<file path="config.mk">
export PLATFORM = sky130hd
export DESIGN_NAME = sap_mem_unit_flat
export DESIGN_NICKNAME = d
export VERILOG_FILES = /design/src/rtl/sap_pkg.sv /design/src/rtl/sap_mem_unit_if.sv /design/src/rtl/sap_ram.sv /design/src/rtl/sap_mem_unit.sv /design/src/flat_wrapper.sv
export SDC_FILE = /design/constraint.sdc
export NUM_CORES = 1
export LEC_CHECK = 0
export ABC_AREA = 1
export CAP_MARGIN = 20
export CORE_UTILIZATION = 40
export DETAILED_ROUTE_END_ITERATION = 10
export DONT_BUFFER_PORTS = 1
export HOLD_SLACK_MARGIN = 0.03
export REMOVE_ABC_BUFFERS = 1
export SLEW_MARGIN = 20
export SYNTH_ARGS = -nofsm -noshare
export SYNTH_HDL_FRONTEND = slang
export SYNTH_SLANG_ARGS = --single-unit
</file>
<file path="constraint.sdc">
create_clock -name i_clk -period 2.2 [get_ports i_clk]
set_input_delay 0.33 -clock i_clk [delete_from_list [all_inputs] [get_ports i_clk]]
set_output_delay 0.33 -clock i_clk [all_outputs]
set_load 0.1 [all_outputs]
</file>
<file path="src/rtl/sap_pkg.sv">
// Shared definitions for the SAP-style CPU blocks.
//  BUS_W   : width of the shared CPU bus. The register and ALU blocks use it too.
//  state_e : memory-unit mode. S_RUN is normal bus operation. S_PROG is loader filling.
//            S_FULL means the loader has written every word.
package sap_pkg;

  localparam int unsigned BUS_W = 8;

  typedef enum logic [1:0] {
    S_RUN  = 2'd0,
    S_PROG = 2'd1,
    S_FULL = 2'd2
  } state_e;

endpackage

</file>
<file path="src/rtl/sap_mem_unit_if.sv">
// Bus, control and loader signals of the SAP memory unit.
//  master : drives the controls, bus_in and the loader beat. This is the CPU or bench side.
//  slave  : the memory unit. It returns prog_ready/prog_done, data_out, bus_oe and addr_out.
interface sap_mem_unit_if #(
  parameter int unsigned DATA_W = 8,
  parameter int unsigned ADDR_W = 4
) ();

  logic              prog_mode;
  logic              n_load_addr;
  logic              n_load_data;
  logic              n_out_en;
  logic [DATA_W-1:0] bus_in;
  logic              prog_valid;
  logic              prog_ready;
  logic              prog_done;
  logic [DATA_W-1:0] data_out;
  logic              bus_oe;
  logic [ADDR_W-1:0] addr_out;

  modport master (
    output prog_mode, n_load_addr, n_load_data, n_out_en, bus_in, prog_valid,
    input  prog_ready, prog_done, data_out, bus_oe, addr_out
  );

  modport slave (
    input  prog_mode, n_load_addr, n_load_data, n_out_en, bus_in, prog_valid,
    output prog_ready, prog_done, data_out, bus_oe, addr_out
  );

endinterface

</file>
<file path="src/rtl/sap_ram.sv">
// DEPTH x DATA_W RAM with one synchronous write port and one registered read port.
//  i_clk, i_rst : clock and synchronous active-high reset. Reset clears only the read register.
//  i_we, i_waddr, i_wdata : write port.
//  i_raddr, i_rvalid : read address. When i_rvalid=0 the address is out of range and the
//                      read returns 0.
//  o_rdata : registered read data. There is no write-to-read bypass.
module sap_ram
  import sap_pkg::*;
#(
  parameter int unsigned DATA_W = BUS_W,
  parameter int unsigned ADDR_W = 4,
  parameter int unsigned DEPTH  = 16
) (
  input  logic              i_clk,
  input  logic              i_rst,
  input  logic              i_we,
  input  logic [ADDR_W-1:0] i_waddr,
  input  logic [DATA_W-1:0] i_wdata,
  input  logic [ADDR_W-1:0] i_raddr,
  input  logic              i_rvalid,
  output logic [DATA_W-1:0] o_rdata
);

  // Contents are deliberately not reset.
  logic [DATA_W-1:0] r_mem [DEPTH];
  logic [DATA_W-1:0] r_rdata;

  always_ff @(posedge i_clk) begin
    if (i_we) begin
      r_mem[i_waddr] <= i_wdata;
    end
  end

  always_ff @(posedge i_clk) begin
    if (i_rst) begin
      r_rdata <= '0;
    end else if (i_rvalid) begin
      r_rdata <= r_mem[i_raddr];
    end else begin
      r_rdata <= '0;
    end
  end

  assign o_rdata = r_rdata;

endmodule

</file>
<file path="src/rtl/sap_mem_unit.sv">
// SAP memory unit. It holds the MAR, the loader pointer and the mode FSM, and contains a sap_ram.
//  i_clk, i_rst : clock and synchronous active-high reset.
//  mem_if       : the slave side of sap_mem_unit_if.
//   - Run mode   : n_load_addr, n_load_data and n_out_en act on the bus.
//   - Program mode : a valid/ready loader writes RAM from address 0 upward.
//  Outputs: data_out is registered RAM[MAR], bus_oe is registered, addr_out is the MAR.
module sap_mem_unit
  import sap_pkg::*;
#(
  parameter int unsigned DATA_W = BUS_W,
  parameter int unsigned ADDR_W = 4,
  parameter int unsigned DEPTH  = 1 << ADDR_W
) (
  input logic           i_clk,
  input logic           i_rst,
  sap_mem_unit_if.slave mem_if
);

  localparam logic [ADDR_W-1:0] LastPtr = ADDR_W'(DEPTH - 1);
  localparam logic [ADDR_W:0]   DepthW  = (ADDR_W + 1)'(DEPTH);

  state_e            r_state;
  state_e            w_state_d;
  logic [ADDR_W-1:0] r_mar;
  logic [ADDR_W-1:0] r_ptr;
  logic              r_bus_oe;

  logic              w_run;
  logic              w_prog_ready;
  logic              w_accept;
  logic              w_mar_ok;
  logic              w_we;
  logic [ADDR_W-1:0] w_waddr;
  logic [DATA_W-1:0] w_rdata;

  always_comb begin
    w_run        = (r_state == S_RUN);
    w_prog_ready = (r_state == S_PROG) & ~i_rst;
    w_accept     = w_prog_ready & mem_if.prog_valid;
    // Addresses at or above DEPTH do not exist. Writes to them are dropped and reads return 0.
    w_mar_ok     = ({1'b0, r_mar} < DepthW);
    // The write uses the MAR value from before the edge. A simultaneous address load only
    // affects later cycles.
    w_we         = w_accept | (w_run & ~i_rst & ~mem_if.n_load_data & w_mar_ok);
    w_waddr      = w_accept ? r_ptr : r_mar;
  end

  always_comb begin
    w_state_d = r_state;
    unique case (r_state)
      S_RUN: begin
        if (mem_if.prog_mode) w_state_d = S_PROG;
      end
      S_PROG: begin
        if (!mem_if.prog_mode) begin
          w_state_d = S_RUN;
        end else if (w_accept && (r_ptr == LastPtr)) begin
          w_state_d = S_FULL;
        end
      end
      S_FULL: begin
        if (!mem_if.prog_mode) w_state_d = S_RUN;
      end
      default: w_state_d = S_RUN;
    endcase
  end

  always_ff @(posedge i_clk) begin
    if (i_rst) begin
      r_state  <= S_RUN;
      r_mar    <= '0;
      r_ptr    <= '0;
      r_bus_oe <= 1'b0;
    end else begin
      r_state  <= w_state_d;
      r_bus_oe <= w_run & ~mem_if.n_out_en;
      if (w_run && !mem_if.n_load_addr) begin
        r_mar <= mem_if.bus_in[ADDR_W-1:0];
      end
      // Each session restarts at 0. The pointer stays at the last word once full.
      if (w_state_d == S_RUN) begin
        r_ptr <= '0;
      end else if (w_accept && (w_state_d == S_PROG)) begin
        r_ptr <= r_ptr + 1'b1;
      end
    end
  end

  sap_ram #(
    .DATA_W (DATA_W),
    .ADDR_W (ADDR_W),
    .DEPTH  (DEPTH)
  ) u_ram (
    .i_clk    (i_clk),
    .i_rst    (i_rst),
    .i_we     (w_we),
    .i_waddr  (w_waddr),
    .i_wdata  (mem_if.bus_in),
    .i_raddr  (r_mar),
    .i_rvalid (w_mar_ok),
    .o_rdata  (w_rdata)
  );

  assign mem_if.prog_ready = w_prog_ready;
  assign mem_if.prog_done  = (r_state == S_FULL);
  assign mem_if.data_out   = w_rdata;
  assign mem_if.bus_oe     = r_bus_oe;
  assign mem_if.addr_out   = r_mar;

endmodule
</file>
<file path="src/flat_wrapper.sv">
// flat-port wrapper written by rule: the top's interface ports become plain ports
module sap_mem_unit_flat import sap_pkg::*;
#(
  parameter int unsigned DATA_W = BUS_W,
  parameter int unsigned ADDR_W = 4,
  parameter int unsigned DEPTH  = 1 << ADDR_W
)
  (i_clk, i_rst, mem_if_prog_mode, mem_if_n_load_addr, mem_if_n_load_data, mem_if_n_out_en, mem_if_bus_in, mem_if_prog_valid, mem_if_prog_ready, mem_if_prog_done, mem_if_data_out, mem_if_bus_oe, mem_if_addr_out);
  sap_mem_unit_if #(.DATA_W(DATA_W), .ADDR_W(ADDR_W)) mem_if_i ();
  input logic i_clk;
  input logic i_rst;
  input wire logic [$bits(mem_if_i.prog_mode)-1:0] mem_if_prog_mode;
  input wire logic [$bits(mem_if_i.n_load_addr)-1:0] mem_if_n_load_addr;
  input wire logic [$bits(mem_if_i.n_load_data)-1:0] mem_if_n_load_data;
  input wire logic [$bits(mem_if_i.n_out_en)-1:0] mem_if_n_out_en;
  input wire logic [$bits(mem_if_i.bus_in)-1:0] mem_if_bus_in;
  input wire logic [$bits(mem_if_i.prog_valid)-1:0] mem_if_prog_valid;
  output wire logic [$bits(mem_if_i.prog_ready)-1:0] mem_if_prog_ready;
  output wire logic [$bits(mem_if_i.prog_done)-1:0] mem_if_prog_done;
  output wire logic [$bits(mem_if_i.data_out)-1:0] mem_if_data_out;
  output wire logic [$bits(mem_if_i.bus_oe)-1:0] mem_if_bus_oe;
  output wire logic [$bits(mem_if_i.addr_out)-1:0] mem_if_addr_out;
  assign mem_if_i.prog_mode = mem_if_prog_mode;
  assign mem_if_i.n_load_addr = mem_if_n_load_addr;
  assign mem_if_i.n_load_data = mem_if_n_load_data;
  assign mem_if_i.n_out_en = mem_if_n_out_en;
  assign mem_if_i.bus_in = mem_if_bus_in;
  assign mem_if_i.prog_valid = mem_if_prog_valid;
  assign mem_if_prog_ready = mem_if_i.prog_ready;
  assign mem_if_prog_done = mem_if_i.prog_done;
  assign mem_if_data_out = mem_if_i.data_out;
  assign mem_if_bus_oe = mem_if_i.bus_oe;
  assign mem_if_addr_out = mem_if_i.addr_out;
  sap_mem_unit #(.DATA_W(DATA_W), .ADDR_W(ADDR_W), .DEPTH(DEPTH)) u_core (.i_clk(i_clk), .i_rst(i_rst), .mem_if(mem_if_i));
endmodule
</file>
==> results.yml <==
timing:
  post-route-min-period_ns: 1.91
  setup_slack_ns: 0.285
  fin_crit_sh: 0.870
  rsz0062_at_grt: "no"
  slew_violations: 0
  max_freq_ghz: 0.522
  clock_skew_ns: 0.00565
  setup_violations: 0
  finalHoldViolations: 0
  slew_headroom: 0.435
  tightest_slew_ns: 0.845
power:
  seq_power_share: 0.434
  irDropWorstVdd_v: 0.000518
  p_per_area_mw_per_mm2: 966
  p_leak_nw: 3.11
  p_int_mw: 5.47
  total_power_mw: 7.14
  pwr-share-comb: 0.096
  p_sw_frac: 0.234
  power.switching_mw: 1.67
  clkPwrFrac: 0.470
critical_path:
  crit_top_cell: "nor2_1"
  rr_startpoint: "u_core.r_state[0]"
  slowest_delay_ns: 0.36
  crit_arrival_ns: 2.05
  rr_endpoint: "u_core.u_ram.r_mem[3][6]"
  crit_start: "u_core.r_state[0]"
  required_ns: 2.33
  cp-start-kind: "flip-flop"
  cp_cell_sequence: "nor2_1 -> nand2_1 -> o21ai_1 -> nand3_1 -> nor2_1 -> buf_4"
  worstPathMaxFanout: 8
  slowest_stage: "dfxtp_1"
  rrSetupSlack_ns: 0.29
  crit_type: "flip-flop to flip-flop"
  cp-end-kind: "flip-flop"
  reg2reg_depth: 6
  critPathCapture: "u_core.u_ram.r_mem[3][6]"
yosys:
  synth.most_common_cell: "nand2_1"
  synth_edf_count: 128
  synth_cell_types: 21
  ys_top_cells_by_count: "215 x nand2_1, 128 x edfxtp_1, 87 x nand3_1"
  synth_top_area_cell: "edfxtp_1"
  synth.avg_cell_area_um2: 10.1
  synthesis.area_mm2: 0.00622
  synth_top_cell_area_share: 0.617
  ys_seq_elements: 147
  synth_warnings: 0
  yosys-top-cells-area: "edfxtp_1 62%, nand2_1 13%, nand3_1 7.0%, dfxtp_1 6.1%, inv_1 5.0%"
  synth_ff_type: "edfxtp_1"
  seq_area_frac_synth: 0.679
  async_reset_ff_frac: 0
  syn_inst: 616
floorplanning:
  start_util: 0.409
  core_area_mm2: 0.0152
  die_h_um: 127
  die_x_um: 127
  ios: 30
  die_area_mm2: 0.0161
  row_count: 45
grt:
  grtUsageTotal: 0.202
  grt_max_degree: 40
  grt-ovfl-total: 0
  antenna_found_initial: 2
  grt_pass1_wl_um: 23600
  grt_pass1_vias: 4251
layout:
  n_antenna_cell: 0
  stdcell_area_mm2: 0.00740
  drive_above_1_share: 0.115
  area_growth_pct: 18.9
  nNetsFinal: 672
  finish.utilization: 0.487
clocking:
  clk_pin_slew_ns: 0.06
  ctsResizeCount: 0
  cts-root-buf: "clkbuf_16"
  clock_path_buffers: 2
  clock_latency_ns: 0.43
  cts_made_buffers: 17
  post_cts_buffers: 0
  cts_hold_buf: 10
  htreeDepth: 4
  cts_tree: "done"
  cts.sinks: 147
place:
  routabilityCongestion: 0.824
  place_area_mm2: 0.00661
  io_buffers: 0
  preCtsSetupSlack_ns: 0.345
  post-dp-hpwl_um: 9340
drt:
  routedWlPerCell_um: 17.8
  drt_iter0_markers: 424
  drt-vias-per-instance: 5.03
  ant_nets: 0
  route.detailed.drc: 0
  drt_pass1_iterations: 5
  vias: 4311
  routed_wl_um: 15200
run_status:
  status: "completed"
worst_hold_path:
  hold_class: "primary input to flip-flop"
run:
  cap_violations: 0
[per-stage QoR]
step	TNS (ns)	hold slack, ns	std cells
after global placement	0	0.406	815
after CTS	0	0.0678	857
final	0	0.0803	857
after detailed placement	0	0.407	815
after floorplan	-196.74	0.399	590
after global routing	0	0.0763	857
[area by class of cell]
| class | count | area, µm² |
|---|---|---|
| Multi-Input combinational cell | 355 | 1530 |
| Clock inverter | 14 | 258 |
| Sequential cell | 147 | 4230 |
| Clock buffer | 18 | 429 |
| Tap cell | 188 | 235 |
| Fill cell | 1423 | 7800 |
| Timing Repair Buffer | 47 | 390 |
| Inverter | 88 | 330 |
[worst min path at each step]
stage	slack, ns	to	cells after the start	startpoint
floorplan	0.40	u_core.u_ram.o_rdata[0]	1	i_rst
global placement	0.41	u_core.u_ram.o_rdata[5]	1	i_rst
detailed placement	0.41	u_core.u_ram.o_rdata[4]	1	i_rst
CTS	0.07	u_core.r_state[1]	3	i_rst
global route	0.08	u_core.r_state[1]	3	i_rst
finish	0.08	u_core.r_state[1]	3	i_rst
[sequential cells by signal, summed over array words and instances (netlist names)]
register                count
u_core.u_ram.o_rdata        8
u_core.mem_if.bus_oe        1
u_core.u_ram.r_mem        128
u_core.r_state              2
u_core.mem_if.addr_out      4
u_core.r_ptr                4
[cell usage in the layout (no fill, tap or decap), drive strengths merged]
cell         instances
buf                 37
clkinvlp             4
edfxtp             128
dfxtp               19
inv                 87
clkbuf              18
a21oi               12
nand3b               1
xnor2                2
ha                   1
nand3               88
nand2              215
bufinv               7
nor2                22
dlygate4sd3         10
nand4                2
clkinv               4
o21ai               12
[logic make-up after synthesis]
| family | share of synthesized area |
|---|---|
| AOI/OAI and AO/OA | 0.0193 |
| adders and majority gates | 0.00201 |
| buffers and inverters | 0.0772 |
| and+or+nand+nor | 0.220 |
| xor gates and xnor gates | 0.00281 |
| DFF | 0.679 |
[metal layers]
metal  vias to the layer above  routed length [µm]  track usage
li1                       2083                   -            -
met1                      2055                6970        0.273
met2                       145                7000        0.317
met3                        28                 876       0.0384
met4                         0                 362       0.0945
met5                         -                   0            0
[power groups by stage]
stage               logic [mW]  clock network, mW  registers [mW]
floorplan                0.238                  0            3.36
global placement         0.620                  0            3.16
detailed placement       0.623                  0            3.16
CTS                      0.690               3.40            3.10
global route             0.740               3.51            3.10
finish                   0.687               3.36            3.10
[critical path: cells and delay by family, from the launching register on]
kind                   cells  cell delay [ns]
AOI/OAI and AO/OA          1             0.33
buffers and inverters      1             0.19
and+or+nand+nor            4             0.74
DFF                        1             0.36
Note: power is estimated with default switching activity, not from simulation.
